## config.mk

```make
export PLATFORM = sky130hd
export DESIGN_NAME = gerenciador_contexto
export DESIGN_NICKNAME = d
export VERILOG_FILES = /design/src/rtl/gerenciador_contexto.sv
export SDC_FILE = /design/constraint.sdc
export NUM_CORES = 1
export LEC_CHECK = 0
export ABC_AREA = 1
export BUFFER_PORTS_ARGS = -buffer_cell sky130_fd_sc_hd__buf_2
export CORE_ASPECT_RATIO = 0.5
export CORE_MARGIN = 5
export CORE_UTILIZATION = 35
export CTS_BUF_LIST = sky130_fd_sc_hd__clkbuf_16
export CTS_CLUSTER_SIZE = 12
export DETAILED_ROUTE_END_ITERATION = 12
export GPL_TIMING_DRIVEN = 1
export PLACE_DENSITY = 0.53
export SLEW_MARGIN = 20
export SYNTH_ARGS = -nofsm -noshare
export SYNTH_HDL_FRONTEND = slang
export SYNTH_SLANG_ARGS = --single-unit
```

## constraint.sdc

```tcl
create_clock -name clock -period 8.09 [get_ports clock]
set_input_delay 1.618 -clock clock [delete_from_list [all_inputs] [get_ports clock]]
set_output_delay 1.618 -clock clock [all_outputs]
set_load 0.05 [all_outputs]
```

## src/rtl/gerenciador_contexto.sv

```systemverilog
// Context-switch responder: saves the outgoing PC into a per-process table,
// restores the incoming process's PC (or its start address), stalls the CPU
// for the duration and issues a one-cycle PC load to fetch.
module gerenciador_contexto #(
    parameter int unsigned NUM_PROC  = 5,
    parameter int unsigned PC_WIDTH  = 32,
    parameter logic [31:0] PC_STRIDE = 32'd256
) (
    input  logic                clock,
    input  logic                reset,
    input  logic                troca_contexto,
    input  logic [31:0]         processo_atual,
    input  logic [PC_WIDTH-1:0] pc_processo_atual,
    output logic                cpu_parar,
    output logic                pc_carregar,
    output logic [PC_WIDTH-1:0] pc_novo,
    output logic [31:0]         processo_em_execucao,
    output logic                contexto_ack,
    output logic                erro_processo,
    output logic                pedido_perdido
);

    localparam int unsigned ID_W = (NUM_PROC > 1) ? $clog2(NUM_PROC) : 1;
    localparam int unsigned PROD_W = 64;

    localparam logic [1:0] OCIOSO  = 2'd0;
    localparam logic [1:0] SALVA   = 2'd1;
    localparam logic [1:0] CARREGA = 2'd2;
    localparam logic [1:0] RETOMA  = 2'd3;

    logic [1:0]          estado, estado_nxt;
    logic [31:0]         id_entrada, id_entrada_nxt;
    logic [PC_WIDTH-1:0] pc_saida, pc_saida_nxt;
    logic [ID_W-1:0]     id_corrente, id_corrente_nxt;
    logic [NUM_PROC-1:0] valido;
    logic [PC_WIDTH-1:0] tabela [NUM_PROC];

    logic                cpu_parar_nxt;
    logic                pc_carregar_nxt;
    logic                contexto_ack_nxt;
    logic [PC_WIDTH-1:0] pc_novo_nxt;
    logic [31:0]         processo_em_execucao_nxt;
    logic                erro_processo_nxt;
    logic                pedido_perdido_nxt;
    logic                tab_we;

    logic                id_fora_c;
    logic [ID_W-1:0]     id_idx_c;
    logic [PC_WIDTH-1:0] pc_inicial_c;

    // Incoming id decode and never-run start address (id * stride, truncated)
    always_comb begin
        id_fora_c    = (id_entrada >= 32'(NUM_PROC));
        id_idx_c     = id_entrada[ID_W-1:0];
        pc_inicial_c = PC_WIDTH'(PROD_W'(id_entrada) * PROD_W'(PC_STRIDE));
    end

    // State and registered outputs
    always_ff @(posedge clock or negedge reset) begin
        if (!reset) begin
            estado               <= OCIOSO;
            id_entrada           <= '0;
            pc_saida             <= '0;
            id_corrente          <= '0;
            cpu_parar            <= 1'b0;
            pc_carregar          <= 1'b0;
            contexto_ack         <= 1'b0;
            pc_novo              <= '0;
            processo_em_execucao <= '0;
            erro_processo        <= 1'b0;
            pedido_perdido       <= 1'b0;
        end else begin
            estado               <= estado_nxt;
            id_entrada           <= id_entrada_nxt;
            pc_saida             <= pc_saida_nxt;
            id_corrente          <= id_corrente_nxt;
            cpu_parar            <= cpu_parar_nxt;
            pc_carregar          <= pc_carregar_nxt;
            contexto_ack         <= contexto_ack_nxt;
            pc_novo              <= pc_novo_nxt;
            processo_em_execucao <= processo_em_execucao_nxt;
            erro_processo        <= erro_processo_nxt;
            pedido_perdido       <= pedido_perdido_nxt;
        end
    end

    // Next-state and next-output logic for the switch sequence
    always_comb begin
        estado_nxt               = estado;
        id_entrada_nxt           = id_entrada;
        pc_saida_nxt             = pc_saida;
        id_corrente_nxt          = id_corrente;
        cpu_parar_nxt            = cpu_parar;
        pc_carregar_nxt          = 1'b0;
        contexto_ack_nxt         = 1'b0;
        pc_novo_nxt              = pc_novo;
        processo_em_execucao_nxt = processo_em_execucao;
        erro_processo_nxt        = erro_processo;
        pedido_perdido_nxt       = pedido_perdido;
        tab_we                   = 1'b0;

        case (estado)
            OCIOSO: begin
                if (troca_contexto) begin
                    id_entrada_nxt = processo_atual;
                    pc_saida_nxt   = pc_processo_atual;
                    cpu_parar_nxt  = 1'b1;
                    estado_nxt     = SALVA;
                end
            end
            SALVA: begin
                tab_we     = 1'b1;
                estado_nxt = CARREGA;
            end
            CARREGA: begin
                if (id_fora_c) begin
                    // Unknown process: hand the CPU back to the outgoing one
                    erro_processo_nxt = 1'b1;
                    pc_novo_nxt       = pc_saida;
                end else begin
                    pc_novo_nxt              = valido[id_idx_c] ? tabela[id_idx_c] : pc_inicial_c;
                    id_corrente_nxt          = id_idx_c;
                    processo_em_execucao_nxt = id_entrada;
                end
                pc_carregar_nxt  = 1'b1;
                contexto_ack_nxt = 1'b1;
                estado_nxt       = RETOMA;
            end
            RETOMA: begin
                cpu_parar_nxt = 1'b0;
                estado_nxt    = OCIOSO;
            end
            default: begin
                estado_nxt = OCIOSO;
            end
        endcase

        // Requests are single-cycle pulses; one arriving mid-switch is dropped
        if (troca_contexto && (estado != OCIOSO)) begin
            pedido_perdido_nxt = 1'b1;
        end
    end

    // Context table valid bits, cleared on reset so every process restarts fresh
    always_ff @(posedge clock or negedge reset) begin
        if (!reset) begin
            valido <= '0;
        end else if (tab_we) begin
            valido[id_corrente] <= 1'b1;
        end
    end

    // Context table storage; contents are qualified by the valid bits
    always_ff @(posedge clock) begin
        if (tab_we) begin
            tabela[id_corrente] <= pc_saida;
        end
    end

endmodule
```

==> results <==
- Including well taps, the total number of placed cells is 1781.
- Detailed routing inserted a total of 8609 vias.
- Dividing the synthesized area by the synthesized cell count gives 10.0 um^2.
- STA puts the critical path data required time at 8.53 ns.
- Dividing the final minimum period by the clock period gives 0.394.
- The total non-filler cell area in the finished layout is 14200 um^2.
- The netlist area before placement is 12200 um^2.
- The timing startpoint of the critical path is id_entrada[2]$_DFFE_PN0P_.
- The number of hold-slack violations in the final timing report is 0.
- CTS built an H-tree with a depth of 1.
- Summed over all cells, the static leakage comes to 0.00677 uW.
- The sum of routed wire length over all layers is 31500 um.
- The sum of internal, switching and leakage power is 5230 uW.
- The number of setup buffers added after CTS is 0.
- The tool flagged a number of max-cap violations equal to 0.
- The total power density per cell area is 369 nW/um^2.
- Ranked by instance count, the synthesized netlist is headed by sky130_fd_sc_hd__nand2_1, sky130_fd_sc_hd__edfxtp_1, sky130_fd_sc_hd__inv_1.
- No sink is reached through more buffers than the 3 on the longest clock path.
- Buffers inserted during clock tree synthesis total 30.
- TritonCTS built the clock tree.
- The worst setup path is of the register to register kind.
- The post-synth net total is 1287.
- The number of hold buffers added after CTS was 0.
- sky130_fd_sc_hd__nand2_1 is the most common cell in the netlist.
- The async set-or-reset flop fraction in the synthesized netlist is 0.465.
- The die area is 38900 um^2.
- The I/O pin total is 136.
- After detailed placement, the total cell area comes to 13300 um^2.
- The cell taking the most area after synthesis is sky130_fd_sc_hd__edfxtp_1.
- The run finished with clean final reports.
- The clock skew after layout is 0.0243 ns.
- Synthesis handed over a netlist of 1216 instances.
- The clock period could shrink to 3.19 ns.
- Of the synthesized area, sequential elements account for 0.679.
- The tree is rooted in a sky130_fd_sc_hd__clkbuf_16.
- The floorplan has 48 rows.
- The initial utilization of the core area, before any placement, comes to 0.354.
- Once detailed placement completed, the half-perimeter wirelength came to 18100 um.
- The first global-routing pass estimated 49700 um of wire.
- The non-filler instance count after layout is 1837.
- The first-pass detailed-route iteration total is 6.
- After clock tree synthesis, the clock-pin slew on the worst setup and hold paths is 0.06 ns.
- The relative slew slack is 0.290.
- For this run, the share of the core covered by cells in the final layout is 0.412.
- Ranked by total cell area, the synthesized netlist is headed by sky130_fd_sc_hd__edfxtp_1, sky130_fd_sc_hd__dfrtp_1, sky130_fd_sc_hd__nand2_1, sky130_fd_sc_hd__nand3_1, sky130_fd_sc_hd__inv_1.
- In the final routed layout, each cell accounts on average for 17.1 um.
- During placement, the flow inserted port buffers numbering 135.
- The accumulated negative setup slack is 0 ns.
- The yosys synthesis warning count is 0.
- The critical path data arrival time is 3.63 ns.
- The post-synthesis cell type count is 28.
- The slew at the pin closest to its max-slew limit is 1.06 ns.
- The highest ir drop seen on vdd is 0.151 mV.
- The total of endpoints with negative setup slack in the final report is 0.
- Counting flops with a built-in enable in the synthesized netlist gives 160.
- The critical register-to-register path startpoint is id_entrada[2]$_DFFE_PN0P_.
- For this run, the total global-route usage over all layers was measured as 0.162.
- The origin of the worst min-delay path is erro_processo$_DFFE_PN0P_.
- The routability-driven placement congestion ratio is 0.747.
- The net count of the finished layout is 1409.
- The post-detailed-route count of antenna-violating nets is 0.
- The clock drives 299 sinks.
- In this run, the number of DRC markers left after iteration 0 of detailed routing was 554.
- The worst reg-to-reg setup slack is 4.90 ns.
- The proportion of netlist area held by the largest area contributor is 0.394.
- The placeable core region is 34400 um^2.
- For this run, the leading register cell type out of synthesis is sky130_fd_sc_hd__edfxtp_1.
- The number of diodes added for antenna fixing is 0.
- The worst hold path class is register to register.
- At the later pin of the worst-skew pair, clock insertion delay measures 0.56 ns.
- The share of post-route cells with drive strength above 1 is 0.148.
- The category of the worst setup path capture point is a register.
- In this run the worst path has a maximum fanout of 36.
- In this run the horizontal extent of the chip is 274 um.
- The fill cell instance count of the final layout is 3332.
- Setup repair after global routing left no endpoint under its margin.
- The global route total overflow is 0.
- The relative area change from synthesis to final layout is 16.3%.
- Entering global routing, the biggest net connects 93 pins.
- The total count of max-transition violations in the final report is 0.
- The maximum frequency from static timing analysis is 314 MHz.
- The ratio of routed vias to standard cells is 4.69.
- Gates resized during post-CTS repair numbered 0.
- The die height is 142 um.
- The worst setup path is launched from a register.
- The via count of the first global-routing pass is 8804.
- The number of remaining DRC errors is 0.
- The flip-flop and latch count after synthesis is 299.
- The initial antenna violation count came to 3.
==> area by class of cell <==
type                    count  area [um^2]  area share
clock buffers              31          776      0.0547
clock inverters            25          100     0.00706
inverters                 160          607      0.0428
multi-input cells         697         3020       0.213
flip-flops and latches    299         8280       0.584
well taps                 475          594      0.0419
repair buffers            150          795      0.0560
==> cells by family (layout without fill, tap and decap cells) <==
group / Yosys count / count (layout) / synth area share
AND/OR/NAND/NOR: 583 / 583 / 0.196
adder cells (fa/ha/maj): 4 / 4 / 0.00411
flip-flops: 299 / 299 / 0.679
AO/OA/AOI/OAI: 110 / 110 / 0.0460
buffers and inverters: 220 / 366 / 0.0748
==> stage by stage <==
step	hold slack, ns	worst slack [ns]
after floorplan	0.424	4.57
after CTS	0.452	4.90
final	0.450	4.90
after detailed placement	0.439	4.71
after global placement	0.437	4.78
after global routing	0.479	4.59
==> flip-flops by register name, summed over array words and instances (netlist names) <==
name / count
tabela: 160
cpu_parar: 1
pedido_perdido: 1
valido: 5
processo_em_execucao: 32
pc_saida: 32
estado: 2
pc_novo: 32
id_entrada: 32
contexto_ack: 1
erro_processo: 1
==> worst paths after layout <==
| kind | cells after the start | end |
|---|---|---|
| worst min register to register | 1 | erro_processo$_DFFE_PN0P_ |
| max in group asynchronous | 2 | id_entrada[14]$_DFFE_PN0P_ |
| min in group asynchronous | 1 | pc_saida[6]$_DFFE_PN0P_ |
| worst max-delay path | 10 | pc_novo[20]$_DFFE_PN0P_ |
| worst min-delay path | 1 | erro_processo$_DFFE_PN0P_ |
| worst max register to register | 10 | pc_novo[20]$_DFFE_PN0P_ |
==> where the power goes <==
| part | internal [uW] | switching, uW | total (uW) | leakage [uW] |
|---|---|---|---|---|
| registers | 2030 | 235 | 2260 | 0.00325 |
| clock network | 685 | 560 | 1240 | 0.000502 |
| logic | 451 | 1270 | 1720 | 0.00302 |
| total | 3160 | 2060 | 5230 | 0.00677 |
==> cells in the final DEF (no fill, tap or decap) <==
master / n
sky130_fd_sc_hd__ha_1: 4
sky130_fd_sc_hd__edfxtp_1: 160
sky130_fd_sc_hd__a21o_1: 2
sky130_fd_sc_hd__nand3_4: 1
sky130_fd_sc_hd__o21a_1: 1
sky130_fd_sc_hd__clkinv_1: 3
sky130_fd_sc_hd__nand2_1: 415
sky130_fd_sc_hd__nor2_2: 5
sky130_fd_sc_hd__nand3_1: 130
sky130_fd_sc_hd__nand4_1: 2
sky130_fd_sc_hd__clkinv_4: 1
sky130_fd_sc_hd__a21oi_1: 31
sky130_fd_sc_hd__dfrtp_1: 139
sky130_fd_sc_hd__clkbuf_16: 31
sky130_fd_sc_hd__buf_4: 15
sky130_fd_sc_hd__nor2_4: 2
sky130_fd_sc_hd__inv_2: 4
sky130_fd_sc_hd__clkinv_2: 2
sky130_fd_sc_hd__nor2_1: 23
sky130_fd_sc_hd__o21ai_1: 17
sky130_fd_sc_hd__nand2_2: 2
sky130_fd_sc_hd__buf_2: 134
sky130_fd_sc_hd__nor3_2: 1
sky130_fd_sc_hd__inv_6: 1
sky130_fd_sc_hd__or2_2: 2
sky130_fd_sc_hd__o21ai_0: 58
sky130_fd_sc_hd__a22oi_1: 1
sky130_fd_sc_hd__buf_6: 1
sky130_fd_sc_hd__inv_1: 174
==> critical path, cell delays in order, from the launching register on <==
cell and delay, ns:
sky130_fd_sc_hd__dfrtp_1 0.33, sky130_fd_sc_hd__buf_4 0.46, sky130_fd_sc_hd__clkinv_2 0.70, sky130_fd_sc_hd__nor2_1 0.27, sky130_fd_sc_hd__nand2_1 0.07, sky130_fd_sc_hd__nand3_1 0.09
sky130_fd_sc_hd__nor2_2 0.07, sky130_fd_sc_hd__nand3_4 0.31, sky130_fd_sc_hd__clkinv_4 0.40, sky130_fd_sc_hd__nand3_1 0.26, sky130_fd_sc_hd__nand2_1 0.08
==> routing by layer <==
| layer | vias to the layer above | GRT usage | wire (um) | share of wire |
|---|---|---|---|---|
| met3 | 51 | 0.0286 | 1340 | 0.043 |
| met4 | 6 | 0.0305 | 576 | 0.018 |
| met5 | - | 0 | 34 | 0.0011 |
| met1 | 4256 | 0.221 | 14200 | 0.45 |
| met2 | 157 | 0.279 | 15300 | 0.49 |
| li1 | 4139 | - | - | - |
Note: power is estimated with default switching activity, not from simulation.
